===== src/rtl/ram_loader_if.sv =====
// Byte-stream and RAM write-port bundle for ram_loader.
// The loader side uses the slave modport; the byte source / RAM side uses the master modport.
interface ram_loader_if #(
    parameter int ADDR_W = 5
) ();
    logic              rx_valid;
    logic [7:0]        rx_data;
    logic              rx_ready;
    logic [ADDR_W-1:0] mem_addr;
    logic [31:0]       mem_din;
    logic              mem_we;
    logic [3:0]        mem_sel;
    logic              cpu_hold;
    logic              done;
    logic              err;
    logic [ADDR_W:0]   words;

    modport slave (
        input  rx_valid, rx_data,
        output rx_ready, mem_addr, mem_din, mem_we, mem_sel,
        output cpu_hold, done, err, words
    );

    modport master (
        output rx_valid, rx_data,
        input  rx_ready, mem_addr, mem_din, mem_we, mem_sel,
        input  cpu_hold, done, err, words
    );
endinterface


===== src/rtl/ram_loader.sv =====
// Debug loader: framed byte stream -> little-endian 32-bit word writes into the data RAM.
// Optional trailing XOR checksum and sticky err flag when LOADER_CHECKSUM_EN is defined.
//
// state   | meaning
// --------+---------------------------------------------------------------
// S_IDLE  | waiting for HEADER, other bytes dropped
// S_ADDR  | taking start word address
// S_COUNT | taking word count N
// S_DATA  | assembling a word, byte index 0..3
// S_WRITE | one-cycle RAM write of the assembled word, byte input stalled
// S_CHECK | taking checksum byte (checksum build only)
// S_DONE  | one-cycle done pulse, releases cpu_hold
module ram_loader #(
    parameter int         ADDR_W = 5,
    parameter logic [7:0] HEADER = 8'hA5
) (
    input  logic          clk,
    input  logic          rst,
    ram_loader_if.slave   bus
);

    typedef enum logic [2:0] {
        S_IDLE  = 3'd0,
        S_ADDR  = 3'd1,
        S_COUNT = 3'd2,
        S_DATA  = 3'd3,
        S_WRITE = 3'd4,
`ifdef LOADER_CHECKSUM_EN
        S_CHECK = 3'd5,
`endif
        S_DONE  = 3'd6
    } state_t;

`ifdef LOADER_CHECKSUM_EN
    localparam state_t S_END = S_CHECK;
`else
    localparam state_t S_END = S_DONE;
`endif

    localparam logic [ADDR_W:0] WORDS_MAX = {1'b1, {ADDR_W{1'b0}}};

    state_t            state_q, state_d;
    logic [ADDR_W-1:0] addr_q, addr_d;
    logic [31:0]       sh_q, sh_d;
    logic [1:0]        idx_q, idx_d;
    logic [7:0]        rem_q, rem_d;
    logic [ADDR_W:0]   words_q, words_d;
    logic              hold_q, hold_d;
    logic              rx_ready, take, mem_we, done;
`ifdef LOADER_CHECKSUM_EN
    logic              err_q, err_d;
    logic [7:0]        xor_q, xor_d;
`endif

    assign rx_ready = (state_q != S_WRITE) && (state_q != S_DONE);
    assign take     = bus.rx_valid & rx_ready;

    always_comb begin
        state_d = state_q;
        addr_d  = addr_q;
        sh_d    = sh_q;
        idx_d   = idx_q;
        rem_d   = rem_q;
        words_d = words_q;
        hold_d  = hold_q;
        mem_we  = 1'b0;
        done    = 1'b0;
`ifdef LOADER_CHECKSUM_EN
        err_d   = err_q;
        xor_d   = xor_q;
`endif
        case (state_q)
            S_IDLE: begin
                if (take && bus.rx_data == HEADER) begin
                    state_d = S_ADDR;
                    words_d = '0;
                    hold_d  = 1'b1;
`ifdef LOADER_CHECKSUM_EN
                    err_d   = 1'b0;
                    xor_d   = 8'h00;
`endif
                end
            end
            S_ADDR: begin
                if (take) begin
                    addr_d  = ADDR_W'(bus.rx_data);
                    state_d = S_COUNT;
                end
            end
            S_COUNT: begin
                if (take) begin
                    rem_d   = bus.rx_data;
                    idx_d   = 2'd0;
                    state_d = (bus.rx_data != 8'h00) ? S_DATA : S_END;
                end
            end
            S_DATA: begin
                if (take) begin
                    // LSB arrives first, so shift new bytes in from the top
                    sh_d  = {bus.rx_data, sh_q[31:8]};
                    idx_d = idx_q + 2'd1;
`ifdef LOADER_CHECKSUM_EN
                    xor_d = xor_q ^ bus.rx_data;
`endif
                    if (idx_q == 2'd3) begin
                        state_d = S_WRITE;
                    end
                end
            end
            S_WRITE: begin
                mem_we  = 1'b1;
                addr_d  = addr_q + ADDR_W'(1);
                rem_d   = rem_q - 8'd1;
                if (words_q != WORDS_MAX) begin
                    words_d = words_q + (ADDR_W+1)'(1);
                end
                state_d = (rem_q == 8'd1) ? S_END : S_DATA;
            end
`ifdef LOADER_CHECKSUM_EN
            S_CHECK: begin
                if (take) begin
                    if (bus.rx_data != xor_q) begin
                        err_d = 1'b1;
                    end
                    state_d = S_DONE;
                end
            end
`endif
            S_DONE: begin
                done    = 1'b1;
                hold_d  = 1'b0;
                state_d = S_IDLE;
            end
            default: state_d = S_IDLE;
        endcase
    end

    always_ff @(posedge clk or negedge rst) begin
        if (!rst) begin
            state_q <= S_IDLE;
            addr_q  <= '0;
            sh_q    <= '0;
            idx_q   <= '0;
            rem_q   <= '0;
            words_q <= '0;
            hold_q  <= 1'b0;
`ifdef LOADER_CHECKSUM_EN
            err_q   <= 1'b0;
            xor_q   <= '0;
`endif
        end else begin
            state_q <= state_d;
            addr_q  <= addr_d;
            sh_q    <= sh_d;
            idx_q   <= idx_d;
            rem_q   <= rem_d;
            words_q <= words_d;
            hold_q  <= hold_d;
`ifdef LOADER_CHECKSUM_EN
            err_q   <= err_d;
            xor_q   <= xor_d;
`endif
        end
    end

    assign bus.rx_ready = rx_ready;
    assign bus.mem_addr = addr_q;
    assign bus.mem_din  = sh_q;
    assign bus.mem_we   = mem_we;
    assign bus.mem_sel  = {4{mem_we}};
    assign bus.cpu_hold = hold_q;
    assign bus.done     = done;
    assign bus.words    = words_q;
`ifdef LOADER_CHECKSUM_EN
    assign bus.err      = err_q;
`else
    assign bus.err      = 1'b0;
`endif

endmodule


===== src/flat_wrapper.sv =====
// flat-port wrapper written by rule: the top's interface ports become plain ports
module ram_loader_flat 
#(
    parameter int         ADDR_W = 5,
    parameter logic [7:0] HEADER = 8'hA5
)
  (clk, rst, bus_rx_valid, bus_rx_data, bus_rx_ready, bus_mem_addr, bus_mem_din, bus_mem_we, bus_mem_sel, bus_cpu_hold, bus_done, bus_err, bus_words);
  ram_loader_if #(.ADDR_W(ADDR_W)) bus_i ();
  input  logic clk;
  input  logic rst;
  input wire logic [$bits(bus_i.rx_valid)-1:0] bus_rx_valid;
  input wire logic [$bits(bus_i.rx_data)-1:0] bus_rx_data;
  output wire logic [$bits(bus_i.rx_ready)-1:0] bus_rx_ready;
  output wire logic [$bits(bus_i.mem_addr)-1:0] bus_mem_addr;
  output wire logic [$bits(bus_i.mem_din)-1:0] bus_mem_din;
  output wire logic [$bits(bus_i.mem_we)-1:0] bus_mem_we;
  output wire logic [$bits(bus_i.mem_sel)-1:0] bus_mem_sel;
  output wire logic [$bits(bus_i.cpu_hold)-1:0] bus_cpu_hold;
  output wire logic [$bits(bus_i.done)-1:0] bus_done;
  output wire logic [$bits(bus_i.err)-1:0] bus_err;
  output wire logic [$bits(bus_i.words)-1:0] bus_words;
  assign bus_i.rx_valid = bus_rx_valid;
  assign bus_i.rx_data = bus_rx_data;
  assign bus_rx_ready = bus_i.rx_ready;
  assign bus_mem_addr = bus_i.mem_addr;
  assign bus_mem_din = bus_i.mem_din;
  assign bus_mem_we = bus_i.mem_we;
  assign bus_mem_sel = bus_i.mem_sel;
  assign bus_cpu_hold = bus_i.cpu_hold;
  assign bus_done = bus_i.done;
  assign bus_err = bus_i.err;
  assign bus_words = bus_i.words;
  ram_loader #(.ADDR_W(ADDR_W), .HEADER(HEADER)) u_core (.clk(clk), .rst(rst), .bus(bus_i));
endmodule

===== config.mk =====
export PLATFORM = sky130hd
export DESIGN_NAME = ram_loader_flat
export DESIGN_NICKNAME = d
export VERILOG_FILES = /design/src/rtl/ram_loader_if.sv /design/src/rtl/ram_loader.sv /design/src/flat_wrapper.sv
export SDC_FILE = /design/constraint.sdc
export NUM_CORES = 1
export LEC_CHECK = 0
export BUFFER_PORTS_ARGS = -buffer_cell sky130_fd_sc_hd__buf_4
export CORE_UTILIZATION = 40
export DETAILED_ROUTE_END_ITERATION = 8
export SYNTH_ARGS = -nofsm -noshare
export SYNTH_HDL_FRONTEND = slang
export SYNTH_SLANG_ARGS = --single-unit
export TNS_END_PERCENT = 10

===== constraint.sdc =====
create_clock -name clk -period 1.65 [get_ports clk]
set_input_delay 0.495 -clock clk [delete_from_list [all_inputs] [get_ports clk]]
set_output_delay 0.495 -clock clk [all_outputs]
set_load 0.01 [all_outputs]

# Word-level counts from Yosys, hierarchy flattened
# Cells that the tools add are included.
[word_totals] output_inout_bits=52 regBits=57 word_cells=67 inputBits=11
[classes] bitwise=1 n_reduce_logical=16 addsub=4 eq_ne=17 mux=22
[ops] cell="two-way mux 3 bit" count=7
[ops] cell="one-hot mux 8 bit (2 select lines)" count=1
[ops] cell="one-hot mux 3 bit (5 select lines)" count=1
[ops] cell="two-way mux 6 bit" count=2
[ops] cell="inequality test 2 x 1 -> 1 bit (second input constant)" count=6
[ops] cell="one-hot mux 6 bit (2 select lines)" count=1
[ops] cell="one-hot mux 5 bit (2 select lines)" count=1
[ops] cell="nonzero test 2 bit" count=5
[ops] cell="== test 8 x 1 -> 1 bit (second input constant)" count=1
[ops] cell="== test 8 bit (second input constant)" count=1
[ops] cell="two-way mux 8 bit" count=1
[ops] cell="AND reduction 2 bit" count=4
[ops] cell="nonzero test 8 bit" count=1
[ops] cell="subtractor 8 x 1 -> 8 bit (second input constant)" count=1
[ops] cell="adder 6 x 1 -> 6 bit (second input constant)" count=1
[ops] cell="== test 3 x 2 -> 1 bit (second input constant)" count=2
[ops] cell="== test 3 bit (second input constant)" count=2
[ops] cell="inequality test 3 bit (second input constant)" count=2
[ops] cell="inequality test 6 bit (second input constant)" count=1
[ops] cell="AND reduction 3 bit" count=2
[ops] cell="adder 5 x 1 -> 5 bit (second input constant)" count=1
[ops] cell="two-way mux 5 bit" count=1
[ops] cell="AND reduction 5 bit" count=1
[ops] cell="two-way mux 2 bit" count=2
[ops] cell="9 further kinds" count=12

# Depth between registers and ports, before layout
[logic_depth] word_depth=6 depth_mapped=6 mapped_depth_nobuf=6

# Least setup slack after synthesis
# OpenSTA, ideal clock, no wires.
[synth_path] kind="reg-to-output" from="register u_core.state_q[1]" to="output bus_mem_sel[0]" arrival_time_ns=1.255 required_ns=1.155 path_stages_with_launch=5 n_path_buf=2 slack_ns=-0.100 cell_sequence="dfrtp_1 > or3b_1 > clkinv_2 > buf_4 > buf_4"
[synth_via] elab_chain_len=2
[synth_rtl] item="start, declared" line="ram_loader.sv:42" text="state_t state_q, state_d;"
[synth_rtl] item="start signal, assigned" line="ram_loader.sv:152" text="state_q <= state_d;"
[synth_rtl] item="== test 3 bit" line="ram_loader.sv:72" text="case (state_q)"
[synth_rtl] item="two-way mux 1 bit" line="ram_loader.sv:72"
[synth_rtl] item="end, declared" line="flat_wrapper.sv:17" text="output wire logic [$bits(bus_i.mem_sel)-1:0] bus_mem_sel;"
# Every way passes these cells.

# Worst setup path after layout
[layout_path] from="register u_core.state_q[0]" to="output bus_mem_sel[0]"
# The elaborated chain is that of the path after synthesis.

==> metrics.txt <==
Critical Path Fanout Max=6; initial core utilization=42.1%; CP endpoint kind=primary output; post-DP HPWL=4600 µm; WP data arrival=1380 ps; Max Slew Vio Count=0; status=complete, but fails checks; area occupied by multi-input gates=1340 µm²; vias post-DR=2,192; Layout Skew=10.5 ps; Iter 0 DRT Violations=59; Netlist cell types=50; CTS tree=yes; drt drc=0; critical path's slowest cell=dfrtp_2; vias per std cell=4.99; Max-Cap Viols=0; FMAX=534 MHz; P&R area growth vs syn=35.3%; Syn Inst Count=244; Crit. Startpoint=u_core.state_q[0]; largest family of logic cells by synthesized area=multiplexers; first-pass GRT wire length=10,300 µm; min Tclk post-route=1870 ps; crit path kind=reg -> out; post-synthesis adder-cell area fraction=2.58%; Synth Area in Compound Gates=9.47%; GPL Wtd Cong=0.784; crit start category=flip-flop; total CTS buffers=9; Final Util=57.0%; sequential cell area=1430 µm²; EDFF count, synth=0; htree depth=3; Antenna Nets Post-Route=0; Static Leak=1.96 nW; setup slack, reg-to-reg=-50 ps; Crit path largest cell delay=420 ps; nets@finish=356; Worst-path clk slew=70 ps; Fillers=625; period utilization=114%; reg2reg path depth=8; sequential element share of the synthesized area=49.1%; maximum number of pins on one net before global-route repair=32; ys async rst share=100%; DP Area=3620 µm²; Post-Syn Nets=261; die area=7610 µm²; fraction of layout cells with a size suffix above 1=48.7%; Synth Area in XOR/XNOR=0.904%; post-synthesis instance area=2910 µm²; Worst Setup Slack, final=-223 ps; Skew-Pair Late Insertion Delay=330 ps; total global-route track usage=18.0%; mux contribution to synthesized area=17.6%; antenna cells=0; gr ovfl total=0; DP Worst Slack=-107 ps; DRT Wirelength=6460 µm; RSZ-0062 raised after global routing=yes; worst flop-to-flop path startpoint=u_core.state_q[0]; DR WL/cell=14.7 µm; vias in the first global route=2,045; Power Dens Cells=1760 nW/µm²; DRT Pass-1 Iters=4; initial antenna violation count=0; final instance area=3940 µm²; Ports=63; Port Buf Inserts=61; CORE AREA=6910 µm²; # setup viols final=15; worst vdd ir=0.828 mV; Die Width=87.3 µm; Worst EP required=1150 ps; Die Y=87.3 µm; Top FF cell, synth=dfrtp_1; crit path cell chain=or3b_4 -> clkinv_4 -> buf_4; Simple-Gate Fraction of Synth Area=14.1%; clock tree buffer depth=2; HP Class=in -> async; failing checks=negative setup slack; reg2reg end=u_core.bus.words[4]; count of state elements after synthesis=57; final hold violations=0; Placement Rows=30; Synth Warn #=0; root buf cell=clkbuf_8; clock tree sinks=57; average size of a mapped cell=11.9 µm²
## cell usage in the layout (no fill, tap or decap), types with 4 or more instances in the layout
master | synthesis | final
o211ai_1 | 4 | 4
clkbuf_8 | 0 | 10
buf_4 | 7 | 95
nand4_1 | 5 | 5
inv_1 | 8 | 8
mux2_4 | 29 | 29
dfrtp_1 | 57 | 56
nor2_1 | 18 | 18
ha_1 | 6 | 5
a21oi_1 | 8 | 7
o21ai_0 | 10 | 7
and3_1 | 4 | 4
nand3_1 | 7 | 7
nand2_1 | 20 | 18
mux2_2 | 4 | 4
## cell type report
| type | instances | area share [%] |
|---|---|---|
| Clock buffer | 10 | 3.50 |
| Clock inverter | 5 | 2.03 |
| Inverter | 9 | 0.986 |
| Multi-Input combinational cell | 162 | 34.1 |
| Sequential cell | 57 | 36.3 |
| Tap cell | 96 | 3.05 |
| Timing Repair Buffer | 100 | 20.1 |
## synth_stat cells, types with 3 or more instances
cell type	instances	area, µm²
ha_1	6	75.1
mux2_4	29	435
inv_1	8	30.0
and3_1	4	25.0
xor2_1	3	26.3
nand2_1	20	75.1
clkbuf_1	3	11.3
a21oi_1	8	40.0
o21ai_0	10	50.1
nor2_1	18	67.6
o211ai_1	4	30.0
dfrtp_1	57	1430
mux2i_1	3	30.0
buf_4	7	52.6
nor4_1	4	25.0
buf_12	3	60.1
nand3_1	7	35.0
a22o_1	3	26.3
nand4_1	5	31.3
mux2_2	4	45.0
## what timing repair did
item	4_1_cts	5_1_grt
pin swaps	3	8
hold buffers	0	0
endpoints found under the setup margin	8	17
resized for setup	7	9
buffers inserted	3	3
gates cloned	0	0
## critical path: cells and delay by family, from the launching register on
family	cells	cell delay [ps]
simple gates	1	420
flops	1	420
buf+inv	2	190
## registers in the layout, indices dropped and copies added (netlist names)
register             cells
u_core.idx_q             2
u_core.state_q           3
u_core.bus.mem_addr      5
u_core.bus.mem_din      32
u_core.bus.cpu_hold      1
u_core.bus.words         6
u_core.rem_q             8
## worst max path at each step
stage / endpoint / slack, ps / depth (start not counted)
finish: bus_mem_sel[0] / -220 / 3
global route: bus_mem_sel[2] / -260 / 3
CTS: bus_mem_sel[2] / -240 / 3
detailed placement: u_core.bus.words[0] / -110 / 6
global placement: u_core.bus.words[0] / -120 / 6
floorplan: bus_mem_sel[0] / -10 / 4
## stage by stage
step	setup TNS (ps)	hold slack [ps]	cells	power, mW
4_1_cts	-1370	92.6	436	6.95
3_3_place_gp	-772	458	418	5.34
5_1_grt	-2610	119	439	7.39
2_1_floorplan	-56.7	199	244	4.17
6_report	-1570	91.7	439	6.94
3_5_place_dp	-689	456	418	5.41
## logic make-up (layout without fill, tap and decap cells)
kind of cell,Yosys count,after routing
AOI/OAI and AO/OA,41,41
xor gates and xnor gates,3,3
adders and majority gates,6,6
buffers and inverters,25,124
DFF,57,57
muxes,36,36
other,1,1
and+or+nand+nor,75,75
## routing by layer
layer / wire length, µm / part of all wire (%) / vias to the layer above / global-route usage [%]
li1: - / - / 1065 / -
met2: 2780 / 43 / 63 / 26.1
met1: 3300 / 51 / 1053 / 26.1
met4: 106 / 1.6 / 0 / 8.05
met3: 274 / 4.2 / 11 / 3.51
met5: 0 / 0 / - / 0
## where the power goes
part | internal (mW) | switching (mW)
Sequential | 1.97 | 0.501
Combinational | 1.77 | 1.25
Clock | 0.879 | 0.562
Note: power is estimated with default switching activity, not from simulation.
